$ cat src/rtl/laser_frame_feeder_pkg.sv
`default_nettype none
// ============================================================================
// Module      : laser_frame_feeder_pkg
// Description : Shared frame geometry, player state encoding and point type
//               for the laser frame feeder.
// Revision    : 1.0 - initial release
// ============================================================================
package laser_frame_feeder_pkg;

  // Points per frame; must equal the placement engine's read count.
  localparam int NUM_OBJ = 40;
  // Bits per X/Y coordinate.
  localparam int COORD_W = 4;
  // Point index counter width (covers 0..NUM_OBJ-1).
  localparam int CNT_W   = 6;
  // DONE-wait counter width.
  localparam int WAIT_W  = 16;

  // Player states.
  localparam logic [1:0] P_IDLE   = 2'd0;
  localparam logic [1:0] P_STREAM = 2'd1;
  localparam logic [1:0] P_WAIT   = 2'd2;

  // One target point as stored in a bank: Y in the upper half, X in the lower.
  typedef struct packed {
    logic [COORD_W-1:0] y;
    logic [COORD_W-1:0] x;
  } point_t;

endpackage
`default_nettype wire

$ cat src/rtl/laser_pingpong_buf.sv
`default_nettype none
// ============================================================================
// Module      : laser_pingpong_buf
// Description : Two NUM_OBJ-deep point banks used ping-pong. The write side
//               fills one bank while the read side plays out the other; a
//               bank is "full" from its last accepted point until released.
// Revision    : 1.0 - initial release
// ============================================================================
module laser_pingpong_buf
  import laser_frame_feeder_pkg::*;
(
  input  logic             CLK,
  input  logic             RST,
  input  logic             wr_accept,
  input  point_t           wr_data,
  output logic             wr_ready,
  input  logic [CNT_W-1:0] rd_addr,
  output point_t           rd_data,
  output logic             rd_full,
  input  logic             rd_release
);

  localparam logic [CNT_W-1:0] c_wr_last = CNT_W'(NUM_OBJ - 1);

  point_t           r_mem [0:1][0:NUM_OBJ-1];
  logic [1:0]       r_full;
  logic [1:0]       w_full_nxt;
  logic             r_wr_bank;
  logic             r_rd_bank;
  logic [CNT_W-1:0] r_wr_cnt;
  logic             w_wr_last;

  assign w_wr_last = wr_accept && (r_wr_cnt == c_wr_last);
  assign wr_ready  = !r_full[r_wr_bank];
  assign rd_full   = r_full[r_rd_bank];
  assign rd_data   = r_mem[r_rd_bank][rd_addr];

  // Full flags: completing a frame sets the write bank, release clears the read bank.
  always_comb begin
    w_full_nxt = r_full;
    if (w_wr_last) begin
      w_full_nxt[r_wr_bank] = 1'b1;
    end
    if (rd_release) begin
      w_full_nxt[r_rd_bank] = 1'b0;
    end
  end

  // Bank storage is never reset; stale contents are masked by the full flags.
  always_ff @(posedge CLK) begin
    if (wr_accept) begin
      r_mem[r_wr_bank][r_wr_cnt] <= wr_data;
    end
  end

  // Write pointer, bank selectors and full flags.
  always_ff @(posedge CLK) begin
    if (RST) begin
      r_full    <= 2'b00;
      r_wr_bank <= 1'b0;
      r_rd_bank <= 1'b0;
      r_wr_cnt  <= '0;
    end else begin
      r_full <= w_full_nxt;
      if (wr_accept) begin
        if (w_wr_last) begin
          r_wr_cnt  <= '0;
          r_wr_bank <= !r_wr_bank;
        end else begin
          r_wr_cnt <= r_wr_cnt + CNT_W'(1);
        end
      end
      if (rd_release) begin
        r_rd_bank <= !r_rd_bank;
      end
    end
  end

endmodule
`default_nettype wire

$ cat src/rtl/laser_frame_feeder.sv
`default_nettype none
// ============================================================================
// Module      : laser_frame_feeder
// Description : Collects streamed target points into 40-point frames and
//               plays each frame into the two-circle placement engine: engine
//               held in reset while idle, points on consecutive cycles, then a
//               wait for the engine DONE pulse (bounded by TIMEOUT).
// Revision    : 1.0 - initial release
// ============================================================================
module laser_frame_feeder
  import laser_frame_feeder_pkg::*;
#(
  parameter int TIMEOUT = 32767
) (
  input  logic               CLK,
  input  logic               RST,
  input  logic               IN_VALID,
  output logic               IN_READY,
  input  logic [COORD_W-1:0] IN_X,
  input  logic [COORD_W-1:0] IN_Y,
  output logic               LZ_RST,
  output logic [COORD_W-1:0] LZ_X,
  output logic [COORD_W-1:0] LZ_Y,
  input  logic               LZ_DONE,
  output logic [7:0]         FRAME_CNT,
  output logic               TIMEOUT_ERR
);

  localparam logic [CNT_W-1:0]  c_rd_last   = CNT_W'(NUM_OBJ - 1);
  localparam logic [WAIT_W-1:0] c_wait_last = WAIT_W'(TIMEOUT - 1);

  logic [1:0]        r_state;
  logic [1:0]        w_state_nxt;
  logic [CNT_W-1:0]  r_rd_cnt;
  logic [WAIT_W-1:0] r_wait_cnt;
  logic              w_wr_ready;
  logic              w_wr_accept;
  point_t            w_in_pt;
  logic [CNT_W-1:0]  w_rd_addr;
  point_t            w_rd_data;
  logic              w_rd_full;
  logic              w_done_hit;
  logic              w_timeout_hit;
  logic              w_release;
  logic              w_lz_rst_nxt;
  point_t            w_lz_pt_nxt;

  assign IN_READY    = w_wr_ready && !RST;
  assign w_wr_accept = IN_VALID && IN_READY;
  assign w_in_pt     = {IN_Y, IN_X};

  // Outputs are registered, so the bank is addressed one point ahead:
  // point 0 when leaving idle, point k+1 while point k is being loaded.
  assign w_rd_addr = (r_state == P_STREAM && r_rd_cnt != c_rd_last)
                     ? r_rd_cnt + CNT_W'(1) : '0;

  laser_pingpong_buf u_buf (
    .CLK        (CLK),
    .RST        (RST),
    .wr_accept  (w_wr_accept),
    .wr_data    (w_in_pt),
    .wr_ready   (w_wr_ready),
    .rd_addr    (w_rd_addr),
    .rd_data    (w_rd_data),
    .rd_full    (w_rd_full),
    .rd_release (w_release)
  );

  // Player state register.
  always_ff @(posedge CLK) begin
    if (RST) begin
      r_state <= P_IDLE;
    end else begin
      r_state <= w_state_nxt;
    end
  end

  // Player next state; DONE wins over a coincident timeout.
  always_comb begin
    w_state_nxt   = r_state;
    w_done_hit    = 1'b0;
    w_timeout_hit = 1'b0;
    case (r_state)
      P_IDLE: begin
        if (w_rd_full) begin
          w_state_nxt = P_STREAM;
        end
      end
      P_STREAM: begin
        if (r_rd_cnt == c_rd_last) begin
          w_state_nxt = P_WAIT;
        end
      end
      P_WAIT: begin
        if (LZ_DONE) begin
          w_state_nxt = P_IDLE;
          w_done_hit  = 1'b1;
        end else if (r_wait_cnt == c_wait_last) begin
          w_state_nxt   = P_IDLE;
          w_timeout_hit = 1'b1;
        end
      end
      default: w_state_nxt = P_IDLE;
    endcase
  end

  // Engine-facing values for the next cycle, derived from the next state.
  always_comb begin
    w_release    = w_done_hit || w_timeout_hit;
    w_lz_rst_nxt = (w_state_nxt == P_IDLE);
    w_lz_pt_nxt  = (w_state_nxt == P_STREAM) ? w_rd_data : '0;
  end

  // Counters, registered engine outputs and status.
  always_ff @(posedge CLK) begin
    if (RST) begin
      r_rd_cnt    <= '0;
      r_wait_cnt  <= '0;
      LZ_RST      <= 1'b1;
      LZ_X        <= '0;
      LZ_Y        <= '0;
      FRAME_CNT   <= 8'd0;
      TIMEOUT_ERR <= 1'b0;
    end else begin
      LZ_RST       <= w_lz_rst_nxt;
      {LZ_Y, LZ_X} <= w_lz_pt_nxt;
      r_rd_cnt     <= (r_state == P_STREAM && w_state_nxt == P_STREAM)
                      ? r_rd_cnt + CNT_W'(1) : '0;
      r_wait_cnt   <= (r_state == P_WAIT) ? r_wait_cnt + WAIT_W'(1) : '0;
      if (w_done_hit) begin
        FRAME_CNT <= FRAME_CNT + 8'd1;
      end
      if (w_timeout_hit) begin
        TIMEOUT_ERR <= 1'b1;
      end
    end
  end

endmodule
`default_nettype wire

$ cat config.mk
export PLATFORM = sky130hd
export DESIGN_NAME = laser_frame_feeder
export DESIGN_NICKNAME = d
export VERILOG_FILES = /design/src/rtl/laser_frame_feeder_pkg.sv /design/src/rtl/laser_pingpong_buf.sv /design/src/rtl/laser_frame_feeder.sv
export SDC_FILE = /design/constraint.sdc
export NUM_CORES = 1
export LEC_CHECK = 0
export BUFFER_PORTS_ARGS = -buffer_cell sky130_fd_sc_hd__buf_4
export CORE_AREA = 2 2 217 219
export CTS_CLUSTER_DIAMETER = 40
export DETAILED_ROUTE_END_ITERATION = 8
export DIE_AREA = 0 0 219 221
export GPL_TIMING_DRIVEN = 1
export HOLD_SLACK_MARGIN = 0.06
export PLACE_DENSITY = 0.76
export SLEW_MARGIN = 20
export SYNTH_ARGS = -nofsm -noshare
export SYNTH_HDL_FRONTEND = slang
export SYNTH_SLANG_ARGS = --single-unit
$ cat constraint.sdc
create_clock -name CLK -period 3.1 [get_ports CLK]
set_input_delay 0.62 -clock CLK [delete_from_list [all_inputs] [get_ports CLK]]
set_output_delay 0.62 -clock CLK [all_outputs]
set_load 0.005 [all_outputs]
==> flow_summary.html, run 1 <==
<table>
<tr><th>Metric</th><th>Value</th></tr>
<tr><th colspan="2">Clocking</th></tr>
<tr><td>CTS Buffer Depth</td><td>3</td></tr>
<tr><td>CTS clock-pin slew for the worst setup and hold paths</td><td>0.06 ns</td></tr>
<tr><td>Post-cts hold buffer count</td><td>0</td></tr>
<tr><td>Number of sinks handled by clock tree synthesis</td><td>693</td></tr>
<tr><td>Clock latency on the worst-skew pair</td><td>0.63 ns</td></tr>
<tr><td>Clock root cell</td><td>clkbuf_16</td></tr>
<tr><td>CTS tree</td><td>done</td></tr>
<tr><td>Clock H-tree levels</td><td>3</td></tr>
<tr><td>TritonCTS Buffers</td><td>81</td></tr>
<tr><th colspan="2">Global routing</th></tr>
<tr><td>Wire length of the first global-routing pass</td><td>99900 um</td></tr>
<tr><td>Maximum number of pins on one net before global-route repair</td><td>81</td></tr>
<tr><td>Initial antenna violation count</td><td>1</td></tr>
<tr><td>Total global-route track usage</td><td>28.1%</td></tr>
<tr><td>Overflow left after global routing</td><td>0</td></tr>
<tr><td>Number of global-route vias before repair</td><td>16000</td></tr>
<tr><th colspan="2">Min path</th></tr>
<tr><td>Class of the worst hold path</td><td>in2reg</td></tr>
<tr><th colspan="2">Logic synthesis</th></tr>
<tr><td>Count of yosys warnings during synthesis</td><td>0</td></tr>
<tr><td>Total standard cell area after synthesis</td><td>0.0273 mm^2</td></tr>
<tr><td>Nets in the synthesized netlist</td><td>1630</td></tr>
<tr><td>EDFF count, synth</td><td>640</td></tr>
<tr><td>Post-synthesis sequential area ratio</td><td>74.4%</td></tr>
<tr><td>Mean instance size in the synthesized netlist</td><td>around 17 um^2</td></tr>
<tr><td>Post-Syn Instances</td><td>1613</td></tr>
<tr><td>Share of synthesized registers carrying an async set or reset</td><td>0%</td></tr>
<tr><td>Predominant post-synthesis flop cell</td><td>edfxtp_1</td></tr>
<tr><td>Yosys reg bits</td><td>693</td></tr>
<tr><td>Number of unique standard cell types used by synthesis</td><td>70</td></tr>
<tr><th colspan="2">Route</th></tr>
<tr><td>Routed via count</td><td>16100</td></tr>
<tr><td>Via/cell ratio</td><td>6.46</td></tr>
<tr><td>Total length of routed wires</td><td>~67000 um</td></tr>
<tr><td>Number of routed nets with antenna violations</td><td>0</td></tr>
<tr><td>Starting DRC count in detailed routing</td><td>2233</td></tr>
<tr><td>Per-cell routed wire length</td><td>26.8 um</td></tr>
<tr><td># DRC</td><td>0</td></tr>
<tr><td>Drt pass-1 iters</td><td>5</td></tr>
<tr><th colspan="2">Worst setup path</th></tr>
<tr><td>Critical path class</td><td>reg2reg</td></tr>
<tr><td>Biggest fanout along the worst timing path</td><td>30</td></tr>
<tr><td>Startpoint kind of the worst setup timing path</td><td>flop</td></tr>
<tr><td>Crit path cell chain</td><td>ha_1, and3b_2, a21oi_4, buf_12, buf_16, mux2i_1, o22ai_1, a211o_1, a211oi_1, buf_4, o41ai_2</td></tr>
<tr><td>Max stage delay cell, worst path</td><td>dfxtp_1</td></tr>
<tr><td>Critical Path End Type</td><td>flop</td></tr>
<tr><td>Required time of the worst setup path</td><td>3.59 ns</td></tr>
<tr><td>Data arrival time of the critical path</td><td>3.55 ns</td></tr>
<tr><td>Highest cell delay on the worst timing path</td><td>0.39 ns</td></tr>
<tr><th colspan="2">STA</th></tr>
<tr><td>Worst hold slack across all endpoints</td><td>0.237 ns</td></tr>
<tr><td>Fin Clk Skew</td><td>0.0370 ns</td></tr>
<tr><td>Worst slew slack as a fraction of its limit</td><td>33.4%</td></tr>
<tr><td>Number of endpoints failing setup at the final stage</td><td>0</td></tr>
<tr><td>Final hold violations</td><td>0</td></tr>
<tr><td>Share of the clock period used by the worst path after layout</td><td>98.7%</td></tr>
<tr><td>Post-layout minimum cycle time</td><td>~3.1 ns</td></tr>
<tr><td>Setup tns final</td><td>0 ns</td></tr>
<tr><td>Highest Clock Rate</td><td>327 MHz</td></tr>
<tr><td>Max-slew violation count</td><td>0</td></tr>
<tr><td>Transition time at the pin with the least slew margin</td><td>0.998 ns</td></tr>
<tr><th colspan="2">Layout</th></tr>
<tr><td>Fillers</td><td>2845</td></tr>
<tr><td>Fraction of final layout cells with drive strength greater than 1</td><td>between 20% and 30%</td></tr>
<tr><td>Non-Filler Cell Area, Final</td><td>0.0320 mm^2</td></tr>
<tr><td>Area growth from synthesis to final layout</td><td>17.4%</td></tr>
<tr><td>FF+latch area</td><td>around 0.02 mm^2</td></tr>
<tr><td>Area occupied by multi-input gates</td><td>0.00664 mm^2</td></tr>
<tr><td>Final non-filler cell total</td><td>2495</td></tr>
<tr><td>Layout Nets</td><td>1837</td></tr>
<tr><th colspan="2">Place</th></tr>
<tr><td>DP Wirelength</td><td>40000 um</td></tr>
<tr><td>Dpl cells</td><td>2335</td></tr>
<tr><td>Buffers added on ports</td><td>30</td></tr>
<tr><td>Post-place instance area</td><td>0.0292 mm^2</td></tr>
<tr><td>Routability Congestion</td><td>approximately 0.88</td></tr>
<tr><th colspan="2">Floorplanning</th></tr>
<tr><td>Placement Rows</td><td>79</td></tr>
<tr><td>Die Y-Extent</td><td>221 um</td></tr>
<tr><td>Area of the die</td><td>0.0484 mm^2</td></tr>
<tr><td>X dimension of the die</td><td>219 um</td></tr>
<tr><td>Placeable Area</td><td>0.0461 mm^2</td></tr>
<tr><td>IO Count</td><td>31</td></tr>
<tr><td>Starting Density</td><td>59.2%</td></tr>
<tr><th colspan="2">Pwr</th></tr>
<tr><td>Leakage power figure</td><td>10.3 nW</td></tr>
<tr><td>Power per unit of standard cell area</td><td>616 mW/mm^2</td></tr>
<tr><td>Max VDD drop</td><td>0.653 mV</td></tr>
<tr><th colspan="2">Job</th></tr>
<tr><td>Max-cap violation count</td><td>0</td></tr>
<tr><th colspan="2">Run status</th></tr>
<tr><td>Status</td><td>finished, final reports clean</td></tr>
</table>
[Yosys cell counts (5+ instances only)]
| master | count | share of area (%) |
|---|---|---|
| edfxtp_1 | 640 | 70 |
| nand2_1 | 156 | 2.1 |
| nor2_1 | 145 | 2.0 |
| mux4_2 | 99 | 8.2 |
| dfxtp_1 | 53 | 3.9 |
| mux2i_1 | 52 | 1.9 |
| nand3_1 | 51 | 0.94 |
| a21oi_1 | 48 | 0.88 |
| clkbuf_1 | 31 | 0.43 |
| buf_2 | 26 | 0.48 |
| o22ai_1 | 23 | 0.53 |
| o211ai_1 | 17 | 0.47 |
| xor2_1 | 16 | 0.51 |
| buf_4 | 15 | 0.41 |
| nor3_1 | 15 | 0.28 |
| o21ai_0 | 15 | 0.28 |
| a221oi_1 | 13 | 0.42 |
| a31oi_1 | 13 | 0.30 |
| a211oi_1 | 12 | 0.33 |
| a2111oi_0 | 10 | 0.32 |
| nor2b_1 | 10 | 0.23 |
| xnor2_1 | 10 | 0.32 |
| and3_1 | 8 | 0.18 |
| nand2b_1 | 8 | 0.18 |
| a221o_1 | 6 | 0.22 |
| a311oi_1 | 6 | 0.19 |
| inv_1 | 6 | 0.083 |
| nand4_1 | 6 | 0.14 |
| o21ai_1 | 6 | 0.11 |
| or3_1 | 6 | 0.14 |
| a211o_1 | 5 | 0.16 |
| a21o_1 | 5 | 0.14 |
| ha_1 | 5 | 0.23 |
| o41ai_2 | 5 | 0.30 |
[power breakdown]
group	total (mW)	leakage, nW	switching, mW	internal (mW)
logic	0.212	2.89	0.183	0.0287
registers	10.2	6.18	0.00414	10.2
clock network	9.29	1.26	3.93	5.36
[layer usage]
metal  GRT usage, %  up-vias  wire (um)
li1               -     6831          -
met2           44.7      993      32800
met1           38.5     8120      24700
met3           5.24      169       6400
met4           12.5        0       2770
met5              0        -          0
[through the flow]
| step | total power, mW | worst slack, ns | utilization [%] |
|---|---|---|---|
| 3_5_place_dp | 10.6 | -0.107 | 63.3 |
| 3_3_place_gp | 10.6 | -0.0181 | 63.3 |
| 2_1_floorplan | 10.4 | 0.259 | - |
| 5_1_grt | 20.2 | -0.0301 | 69.5 |
| 6_report | 19.7 | 0.0392 | 69.5 |
| 4_1_cts | 19.8 | 0.0160 | 69.2 |
[cell type report]
class / count / share of cell area (%)
Antenna cell: 1 / 0.00782
Multi-Input combinational cell: 835 / 20.7
Tap cell: 607 / 2.37
Sequential cell: 693 / 63.4
Timing Repair Buffer: 201 / 5.09
Inverter: 8 / 0.0938
Clock buffer: 97 / 6.65
Clock inverter: 53 / 1.65
[cell usage in the layout (no fill, tap or decap), types with 6 or more instances in the layout]
| cell type | n |
|---|---|
| edfxtp_1 | 640 |
| buf_4 | 192 |
| nand2_1 | 155 |
| nor2_1 | 144 |
| mux4_2 | 99 |
| clkbuf_16 | 82 |
| dfxtp_1 | 52 |
| mux2i_1 | 52 |
| nand3_1 | 51 |
| a21oi_1 | 47 |
| o22ai_1 | 23 |
| o211ai_1 | 17 |
| xor2_1 | 16 |
| o21ai_0 | 15 |
| nor3_1 | 14 |
| clkbuf_1 | 13 |
| a221oi_1 | 12 |
| clkinvlp_4 | 12 |
| a211oi_1 | 11 |
| nor2b_1 | 10 |
| xnor2_1 | 10 |
| a31oi_1 | 10 |
| clkinv_1 | 9 |
| inv_6 | 9 |
| nand2b_1 | 8 |
| and3_1 | 8 |
| a2111oi_0 | 7 |
| inv_1 | 6 |
| nand4_1 | 6 |
| or3_1 | 6 |
| a221o_1 | 6 |
| a311oi_1 | 6 |
| o21ai_1 | 6 |
| clkinv_8 | 6 |
| clkinv_2 | 6 |
[final timing paths]
path,slack (ns),endpoint,depth (start not counted),startpoint
worst max register to register,0.04,LZ_Y[0]$_SDFF_PP0_,11,r_rd_cnt[0]$_SDFF_PP0_
worst min register to register,0.49,r_wait_cnt[8]$_SDFF_PP0_,2,r_wait_cnt[8]$_SDFF_PP0_
worst max-delay path,0.04,LZ_Y[0]$_SDFF_PP0_,11,r_rd_cnt[0]$_SDFF_PP0_
worst min-delay path,0.24,TIMEOUT_ERR$_SDFFE_PP0P_,2,RST
[logic make-up after synthesis]
kind of cell	count (synthesis)	synth area share (%)
compound gates	219	5.83
fa+ha+maj	5	0.229
mux	155	10.3
xor+xnor	26	0.835
buf+inv	86	1.58
flops	693	74.4
simple gates	429	6.88
[registers in the layout (all words and copies together), names as in the netlist, named ones only]
| name | flops |
|---|---|
| FRAME_CNT | 8 |
| LZ_RST | 1 |
| LZ_X | 4 |
| LZ_Y | 4 |
| TIMEOUT_ERR | 1 |
| r_rd_cnt | 6 |
| r_state | 2 |
| r_wait_cnt | 16 |
| u_buf.r_full | 2 |
| u_buf.r_mem | 640 |
| u_buf.r_rd_bank | 1 |
| u_buf.r_wr_bank | 1 |
| u_buf.r_wr_cnt | 6 |
[critical path: cells and delay by family (launching register included)]
kind	cells	cell delay, ns
compound gates	5	1.02
fa+ha+maj	1	0.25
buf+inv	3	0.69
flops	1	0.39
mux	1	0.26
simple gates	1	0.29
[repair_timing]
item / CTS / global route
endpoints found under the setup margin: 3 / 8
setup buffers: 2 / 5
cloned: 1 / 1
hold endpoints to repair: 0 / 0
pin swaps: 1 / 1
gates resized for setup: 3 / 16
Power figures use the tool's default switching activity.
==> inputs of run 2 (changes only) <==
--- a/config.mk
+++ b/config.mk
@@ -6,13 +6,13 @@
 export NUM_CORES = 1
 export LEC_CHECK = 0
 export BUFFER_PORTS_ARGS = -buffer_cell sky130_fd_sc_hd__buf_4
-export CORE_AREA = 2 2 217 219
+export CORE_AREA = 2 2 250 252
 export CTS_CLUSTER_DIAMETER = 40
 export DETAILED_ROUTE_END_ITERATION = 8
-export DIE_AREA = 0 0 219 221
+export DIE_AREA = 0 0 252 254
 export GPL_TIMING_DRIVEN = 1
 export HOLD_SLACK_MARGIN = 0.06
-export PLACE_DENSITY = 0.76
+export PLACE_DENSITY = 0.61
 export SLEW_MARGIN = 20
 export SYNTH_ARGS = -nofsm -noshare
 export SYNTH_HDL_FRONTEND = slang
==> run 2 against run 1 <==
  * Count of clock-buffer cells in the layout up 6
  * Non-clock buffer count increased by 13
  * Routed wire length is 1.3% higher
  * Sequential cell count unchanged
  * Combinational power is essentially flat
  * Power grew 2.6%
  * Clock skew decreased by 0.022 ns
  * First-iteration DRC count is 31% lower
  * Cell area grew 1.7%
  * Via count shrank 3.5%
  * Cell count increased by 8.1%
  * Setup slack better by 0.093 ns
  * Largest power group unchanged
  * Highest routed layer unchanged
==> flow_summary.html, run 2 (synthesis results as in run 1) <==
<table>
<tr><th>Metric</th><th>Value</th></tr>
<tr><th colspan="2">Floorplanning</th></tr>
<tr><td>Die Y-Extent</td><td>between 200 and 300 um</td></tr>
<tr><td>IO Count</td><td>31</td></tr>
<tr><td>Placement Rows</td><td>between 90 and 100</td></tr>
<tr><td>Area of the die</td><td>around 0.064 mm^2</td></tr>
<tr><td>Placeable Area</td><td>0.0613 mm^2</td></tr>
<tr><td>Starting Density</td><td>roughly 45%</td></tr>
<tr><td>X dimension of the die</td><td>252 um</td></tr>
<tr><th colspan="2">Layout</th></tr>
<tr><td>Commonest non-fill, non-tap cell in the layout</td><td>edfxtp_1</td></tr>
<tr><td>Layout Nets</td><td>1853</td></tr>
<tr><td>Fraction of final layout cells with drive strength greater than 1</td><td>24.8%</td></tr>
<tr><td>Max FFs per register</td><td>640</td></tr>
<tr><td>Area growth from synthesis to final layout</td><td>19.3%</td></tr>
<tr><td>Largest registers ranked by flip-flop count</td><td>u_buf.r_mem (640), r_wait_cnt (16), FRAME_CNT (8)</td></tr>
<tr><td>Fillers</td><td>4882</td></tr>
<tr><td>Diode insertion count for antenna repair</td><td>0</td></tr>
<tr><td>Commonest cells after routing, fill and taps aside</td><td>640 x edfxtp_1, 201 x buf_4, 156 x nand2_1</td></tr>
<tr><td>Reg with most FFs</td><td>u_buf.r_mem</td></tr>
<tr><td>Non-Filler Cell Area, Final</td><td>0.0325 mm^2</td></tr>
<tr><th colspan="2">Global routing</th></tr>
<tr><td>Number of global-route vias before repair</td><td>15600</td></tr>
<tr><td>Overflow left after global routing</td><td>0</td></tr>
<tr><td>Total global-route track usage</td><td>21.2%</td></tr>
<tr><td>Wire length of the first global-routing pass</td><td>99800 um</td></tr>
<tr><td>Initial antenna violation count</td><td>0</td></tr>
<tr><td>Maximum number of pins on one net before global-route repair</td><td>a little over 80</td></tr>
<tr><th colspan="2">Pwr</th></tr>
<tr><td>Leakage power figure</td><td>around 11 nW</td></tr>
<tr><td>Power per unit of standard cell area</td><td>622 mW/mm^2</td></tr>
<tr><td>Max VDD drop</td><td>approximately 0.45 mV</td></tr>
<tr><th colspan="2">Place</th></tr>
<tr><td>Buffers added on ports</td><td>30</td></tr>
<tr><td>Post-place instance area</td><td>0.0295 mm^2</td></tr>
<tr><td>DP Wirelength</td><td>41800 um</td></tr>
<tr><td>Routability Congestion</td><td>0.855</td></tr>
<tr><th colspan="2">Route</th></tr>
<tr><td>Total length of routed wires</td><td>67600 um</td></tr>
<tr><td># DRC</td><td>0</td></tr>
<tr><td>Number of routed nets with antenna violations</td><td>0</td></tr>
<tr><td>Via/cell ratio</td><td>5.77</td></tr>
<tr><td>Drt pass-1 iters</td><td>5</td></tr>
<tr><td>Routed via count</td><td>roughly 16000</td></tr>
<tr><td>Starting DRC count in detailed routing</td><td>1545</td></tr>
<tr><td>Per-cell routed wire length</td><td>25.1 um</td></tr>
<tr><th colspan="2">Worst setup path</th></tr>
<tr><td>Data arrival time of the critical path</td><td>~3.5 ns</td></tr>
<tr><td>Logic depth of the worst register-to-register path</td><td>10</td></tr>
<tr><td>Startpoint kind of the worst setup timing path</td><td>flop</td></tr>
<tr><td>Crit path cell chain</td><td>ha_1, and3b_1, a21oi_4, buf_12, buf_12, mux4_2, a2111oi_0, buf_4, o32a_1, o41ai_2</td></tr>
<tr><td>Critical Path End Type</td><td>flop</td></tr>
<tr><td>Most repeated library cell on the critical path</td><td>buf_12</td></tr>
<tr><td>Highest cell delay on the worst timing path</td><td>between 0.4 and 0.5 ns</td></tr>
<tr><td>Critical path class</td><td>reg2reg</td></tr>
<tr><td>Biggest fanout along the worst timing path</td><td>26</td></tr>
<tr><td>Max stage delay cell, worst path</td><td>a2111oi_0</td></tr>
<tr><td>Required time of the worst setup path</td><td>3.59 ns</td></tr>
<tr><th colspan="2">STA</th></tr>
<tr><td>Final hold violations</td><td>0</td></tr>
<tr><td>Setup tns final</td><td>0 ns</td></tr>
<tr><td>Transition time at the pin with the least slew margin</td><td>1.02 ns</td></tr>
<tr><td>Fin Clk Skew</td><td>0.0152 ns</td></tr>
<tr><td>Post-layout minimum cycle time</td><td>2.97 ns</td></tr>
<tr><td>Setup repair after global routing missed its margin</td><td>no</td></tr>
<tr><td>Worst hold slack across all endpoints</td><td>about 0.36 ns</td></tr>
<tr><td>Highest Clock Rate</td><td>roughly 340 MHz</td></tr>
<tr><td>Share of the clock period used by the worst path after layout</td><td>95.7%</td></tr>
<tr><td>Max-slew violation count</td><td>0</td></tr>
<tr><td>Worst slew slack as a fraction of its limit</td><td>32.3%</td></tr>
<tr><td>Number of endpoints failing setup at the final stage</td><td>0</td></tr>
<tr><th colspan="2">Clocking</th></tr>
<tr><td>Clock latency on the worst-skew pair</td><td>slightly above 0.6 ns</td></tr>
<tr><td>TritonCTS Buffers</td><td>85</td></tr>
<tr><td>Clock root cell</td><td>clkbuf_16</td></tr>
<tr><td>CTS clock-pin slew for the worst setup and hold paths</td><td>0.06 ns</td></tr>
<tr><td>Clock H-tree levels</td><td>3</td></tr>
<tr><td>Post-cts hold buffer count</td><td>0</td></tr>
<tr><td>Number of sinks handled by clock tree synthesis</td><td>693</td></tr>
<tr><td>CTS Buffer Depth</td><td>3</td></tr>
<tr><td>CTS tree</td><td>done</td></tr>
<tr><th colspan="2">Min path</th></tr>
<tr><td>Class of the worst hold path</td><td>in2reg</td></tr>
<tr><td>Number of stages on the worst hold path</td><td>4</td></tr>
<tr><th colspan="2">Run status</th></tr>
<tr><td>Status</td><td>finished, final reports clean</td></tr>
<tr><th colspan="2">Job</th></tr>
<tr><td>Max-cap violation count</td><td>0</td></tr>
</table>
-- run 2: cell types whose count changed in the layout (fill, tap and decap cells not counted), moves of 2 or more --
cell,change
buf_12,+3
clkinvlp_4,-2
a31oi_1,+2
clkbuf_1,+2
clkbuf_16,+7
buf_4,+9
a31oi_2,-2
bufinv_16,+3
inv_8,-2
clkinv_4,+3
-- run 2: worst max-delay path: cells and delay by family, from the launching register on --
family / cells / cell delay [ns]
and+or+nand+nor: 1 / 0.25
AOI/OAI and AO/OA: 4 / 1.02
buffers and inverters: 3 / 0.59
adders and majority gates: 1 / 0.28
DFF: 1 / 0.33
muxes: 1 / 0.34
-- run 2: path summary, 6_finish.rpt --
check	endpoint	slack [ns]	startpoint
min	TIMEOUT_ERR$_SDFFE_PP0P_	0.36	LZ_DONE
max reg2reg	LZ_X[3]$_SDFF_PP0_	0.13	r_rd_cnt[0]$_SDFF_PP0_
min reg2reg	r_wait_cnt[0]$_SDFF_PP0_	0.48	r_wait_cnt[0]$_SDFF_PP0_
max	LZ_X[3]$_SDFF_PP0_	0.13	r_rd_cnt[0]$_SDFF_PP0_
-- run 2: power breakdown --
part / total [mW] / internal, mW / switching (mW)
registers: 10.2 / 10.2 / 0.00431
logic: 0.211 / 0.0281 / 0.182
clock network: 9.80 / 5.84 / 3.96
-- run 2: area by class of cell --
class                      count  area (um^2)  area share [%]
sequential                   693        20300            62.3
multi-input combinational    834         6590            20.3
clock buffer                 103         2240            6.87
timing repair buffer         214         1800            5.53
tap                          790          988            3.04
clock inverter                54          608            1.87
inverter                       8         30.0          0.0923
-- run 2: through the flow --
step | total power [mW] | instances | worst slack, ns | util [%]
after detailed placement | 10.6 | 2533 | 0.0317 | 48.2
after global routing | 20.8 | 2696 | 0.00484 | 53.1
after global placement | 10.6 | 2533 | 0.0834 | 48.2
final | 20.2 | 2696 | 0.132 | 53.1
after floorplan | 10.4 | 1613 | 0.259 | -
after CTS | 20.4 | 2690 | 0.0260 | 52.9
-- run 2: layer usage --
metal | up-vias | global-route usage [%] | share of wire [%] | wire, um
li1 | 6866 | - | - | -
met1 | 8059 | 29.0 | 42 | 28400
met2 | 526 | 35.2 | 50 | 33500
met3 | 98 | 2.91 | 6.0 | 4020
met4 | 0 | 7.22 | 2.5 | 1680
met5 | - | 0 | 0 | 0
-- run 2: what timing repair did --
item,in CTS,in global routing
gates resized for setup,0,6
setup buffers,0,3
endpoints found under the setup margin,0,6
==> inputs of run 3 (changes only) <==
--- a/config.mk
+++ b/config.mk
@@ -5,11 +5,11 @@
 export SDC_FILE = /design/constraint.sdc
 export NUM_CORES = 1
 export LEC_CHECK = 0
-export BUFFER_PORTS_ARGS = -buffer_cell sky130_fd_sc_hd__buf_4
-export CORE_AREA = 2 2 250 252
+export BUFFER_PORTS_ARGS = -buffer_cell sky130_fd_sc_hd__buf_2
+export CORE_AREA = 5 5 253 255
 export CTS_CLUSTER_DIAMETER = 40
 export DETAILED_ROUTE_END_ITERATION = 8
-export DIE_AREA = 0 0 252 254
+export DIE_AREA = 0 0 258 260
 export GPL_TIMING_DRIVEN = 1
 export HOLD_SLACK_MARGIN = 0.06
 export PLACE_DENSITY = 0.61
==> constraint.sdc (replaced) <==
create_clock -name CLK -period 3.1 [get_ports CLK]
set_input_delay 0.62 -clock CLK [delete_from_list [all_inputs] [get_ports CLK]]
set_output_delay 0.62 -clock CLK [all_outputs]
set_load 0.02 [all_outputs]
==> run 3 against run 2 <==
  * Power rose by 8.5%
  * Core utilization rose by 0.79 points
  * Clock skew rose by 0.016 ns
  * Fmax fell by 0.93%
  * Sequential share of layout area fell by 1.0 points
  * Global-route usage fell by 1.0 points
  * Cell count rose by 0.85%
  * Critical endpoint is now LZ_X[1]$_SDFF_PP0_
==> flow_summary.html, run 3 (synthesis results as in run 1) <==
<table>
<tr><th>Metric</th><th>Value</th></tr>
<tr><th colspan="2">Run status</th></tr>
<tr><td>Status</td><td>finished, final reports clean</td></tr>
<tr><th colspan="2">Clocking</th></tr>
<tr><td>CTS tree</td><td>done</td></tr>
<tr><td>CTS Buffer Depth</td><td>3</td></tr>
<tr><td>Post-cts hold buffer count</td><td>0</td></tr>
<tr><td>Number of sinks handled by clock tree synthesis</td><td>693</td></tr>
<tr><td>CTS clock-pin slew for the worst setup and hold paths</td><td>approximately 0.06 ns</td></tr>
<tr><td>TritonCTS Buffers</td><td>94</td></tr>
<tr><td>Post-CTS repair timing setup buffer count</td><td>0</td></tr>
<tr><td>Clock latency on the worst-skew pair</td><td>0.64 ns</td></tr>
<tr><td>Clock root cell</td><td>clkbuf_16</td></tr>
<tr><td>Clock H-tree levels</td><td>3</td></tr>
<tr><th colspan="2">Place</th></tr>
<tr><td>Buffers added on ports</td><td>30</td></tr>
<tr><td>DP Wirelength</td><td>around 43000 um</td></tr>
<tr><td>Routability Congestion</td><td>0.886</td></tr>
<tr><td>Dpl cells</td><td>2543</td></tr>
<tr><th colspan="2">STA</th></tr>
<tr><td>Share of the clock period used by the worst path after layout</td><td>96.6%</td></tr>
<tr><td>Post-layout minimum cycle time</td><td>3.00 ns</td></tr>
<tr><td>Fin Clk Skew</td><td>0.0311 ns</td></tr>
<tr><td>Transition time at the pin with the least slew margin</td><td>about 0.89 ns</td></tr>
<tr><td>Final hold violations</td><td>0</td></tr>
<tr><td>Highest Clock Rate</td><td>334 MHz</td></tr>
<tr><td>Setup tns final</td><td>0 ns</td></tr>
<tr><td>Number of endpoints failing setup at the final stage</td><td>0</td></tr>
<tr><td>Setup repair after global routing missed its margin</td><td>no</td></tr>
<tr><td>Worst slew slack as a fraction of its limit</td><td>39.4%</td></tr>
<tr><td>Max-slew violation count</td><td>0</td></tr>
<tr><th colspan="2">Floorplanning</th></tr>
<tr><td>Starting Density</td><td>44.4%</td></tr>
<tr><td>Area of the die</td><td>approximately 0.067 mm^2</td></tr>
<tr><td>X dimension of the die</td><td>approximately 260 um</td></tr>
<tr><td>Placement Rows</td><td>just over 90</td></tr>
<tr><td>Placeable Area</td><td>0.0614 mm^2</td></tr>
<tr><td>IO Count</td><td>31</td></tr>
<tr><td>Die Y-Extent</td><td>260 um</td></tr>
<tr><th colspan="2">Global routing</th></tr>
<tr><td>Maximum number of pins on one net before global-route repair</td><td>81</td></tr>
<tr><td>Initial antenna violation count</td><td>0</td></tr>
<tr><td>Number of global-route vias before repair</td><td>15900</td></tr>
<tr><td>Wire length of the first global-routing pass</td><td>101000 um</td></tr>
<tr><td>Overflow left after global routing</td><td>0</td></tr>
<tr><td>Total global-route track usage</td><td>20.2%</td></tr>
<tr><th colspan="2">Route</th></tr>
<tr><td># DRC</td><td>0</td></tr>
<tr><td>Via/cell ratio</td><td>5.68</td></tr>
<tr><td>Routed via count</td><td>roughly 15000</td></tr>
<tr><td>Number of routed nets with antenna violations</td><td>0</td></tr>
<tr><td>Total length of routed wires</td><td>a little under 70000 um</td></tr>
<tr><td>Starting DRC count in detailed routing</td><td>between 1500 and 2000</td></tr>
<tr><td>Drt pass-1 iters</td><td>7</td></tr>
<tr><td>Per-cell routed wire length</td><td>24.8 um</td></tr>
<tr><th colspan="2">Worst setup path</th></tr>
<tr><td>Critical Path End Type</td><td>flop</td></tr>
<tr><td>Required time of the worst setup path</td><td>3.60 ns</td></tr>
<tr><td>Biggest fanout along the worst timing path</td><td>16</td></tr>
<tr><td>Startpoint kind of the worst setup timing path</td><td>flop</td></tr>
<tr><td>Critical path class</td><td>reg2reg</td></tr>
<tr><td>Data arrival time of the critical path</td><td>3.50 ns</td></tr>
<tr><th colspan="2">Pwr</th></tr>
<tr><td>Combinational group share of total power</td><td>about 1%</td></tr>
<tr><td>Share of total power consumed by net switching</td><td>20.0%</td></tr>
<tr><td>Sequential share of power</td><td>46.5%</td></tr>
<tr><td>Switching power</td><td>4.39 mW</td></tr>
<tr><td>Max VDD drop</td><td>0.530 mV</td></tr>
<tr><td>Leakage power figure</td><td>between 10 and 15 nW</td></tr>
<tr><td>Power per unit of standard cell area</td><td>~660 mW/mm^2</td></tr>
<tr><td>Internal cell power</td><td>between 15 and 20 mW</td></tr>
<tr><td>Clock Power Share</td><td>a little over half</td></tr>
<tr><th colspan="2">Layout</th></tr>
<tr><td>Commonest cells after routing, fill and taps aside</td><td>640 x edfxtp_1, 172 x buf_4, 156 x nand2_1</td></tr>
<tr><td>Diode insertion count for antenna repair</td><td>0</td></tr>
<tr><td>Commonest non-fill, non-tap cell in the layout</td><td>edfxtp_1</td></tr>
<tr><td>Final non-filler cell total</td><td>2719</td></tr>
<tr><td>Layout Nets</td><td>1866</td></tr>
<tr><td>Area growth from synthesis to final layout</td><td>21.3%</td></tr>
<tr><td>Fraction of final layout cells with drive strength greater than 1</td><td>26.2%</td></tr>
<tr><td>Largest registers ranked by flip-flop count</td><td>u_buf.r_mem (640), r_wait_cnt (16), FRAME_CNT (8)</td></tr>
<tr><td>FF+latch area</td><td>just over 0.02 mm^2</td></tr>
<tr><td>Fillers</td><td>4761</td></tr>
<tr><td>Area occupied by multi-input gates</td><td>between 0.006 and 0.007 mm^2</td></tr>
<tr><td>Max FFs per register</td><td>640</td></tr>
<tr><td>Reg with most FFs</td><td>u_buf.r_mem</td></tr>
<tr><th colspan="2">Min path</th></tr>
<tr><td>Class of the worst hold path</td><td>in2reg</td></tr>
<tr><th colspan="2">Job</th></tr>
<tr><td>Max-cap violation count</td><td>0</td></tr>
</table>
-- run 3: changes by cell type in the layout (fill, tap and decap cells not counted), moves of 3 or more --
cell	before	now
a2111oi_0	7	10
a2111oi_1	3	0
buf_12	8	16
buf_2	0	30
buf_4	201	172
bufinv_16	7	18
clkbuf_1	15	6
clkbuf_16	89	97
clkinv_2	6	11
inv_6	9	14
-- run 3: per-stage QoR --
stage                     hold WS [ns]  total power [mW]  cell area, um^2  utilization, %  setup slack (ns)
after floorplan                  0.441              10.4            27300               -             0.259
after global placement           0.456              10.6            29600            48.3            0.0548
after detailed placement         0.463              10.6            29600            48.3            0.0318
after CTS                        0.314              22.1            33100            53.9            0.0489
after global routing             0.382              22.6            33100            53.9            0.0191
final                            0.351              22.0            33100            53.9             0.104
-- run 3: what timing repair did --
item / in CTS / in global routing
gates resized for setup: 1 / 2
pin swaps: 0 / 1
setup endpoints to repair: 1 / 2
-- run 3: power groups by stage --
stage          registers [mW]  clock network [mW]  logic [mW]
5_1_grt                  10.2                12.1       0.241
3_3_place_gp             10.4                   0       0.220
4_1_cts                  10.2                11.7       0.230
3_5_place_dp             10.4                   0       0.231
6_report                 10.2                11.5       0.225
2_1_floorplan            10.4                   0      0.0338
-- run 3: final cells by class --
cell class                 instances  share of cell area (%)
clock buffer                     103                    7.41
clock inverter                    73                    2.97
inverter                           8                  0.0908
multi-input combinational        834                    19.9
sequential                       693                    61.3
tap                              790                    2.99
timing repair buffer             218                    5.33
-- run 3: worst paths after layout --
kind | start | endpoint | slack [ns] | depth (start not counted)
min reg2reg | r_wait_cnt[0]$_SDFF_PP0_ | r_wait_cnt[0]$_SDFF_PP0_ | 0.47 | 1
min | LZ_DONE | TIMEOUT_ERR$_SDFFE_PP0P_ | 0.35 | 4
max reg2reg | r_rd_cnt[0]$_SDFF_PP0_ | LZ_X[1]$_SDFF_PP0_ | 0.10 | 9
max | r_rd_cnt[0]$_SDFF_PP0_ | LZ_X[1]$_SDFF_PP0_ | 0.10 | 9
-- run 3: routing by layer --
layer,vias up,share of wire (%),GRT usage (%)
met4,0,3.1,7.56
met2,544,50,33.8
li1,6899,-,-
met1,7902,41,26.7
met5,-,0,0
met3,107,6.4,3.57
-- run 3: worst max-delay path, stage by stage, from the launching register on --
cell and delay, ns:
dfxtp_1 0.33, ha_1 0.28, and3b_1 0.25, buf_4 0.17
a32o_1 0.33, buf_4 0.24, a221oi_1 0.47, nand3_1 0.21
a31oi_1 0.44, o41ai_2 0.14
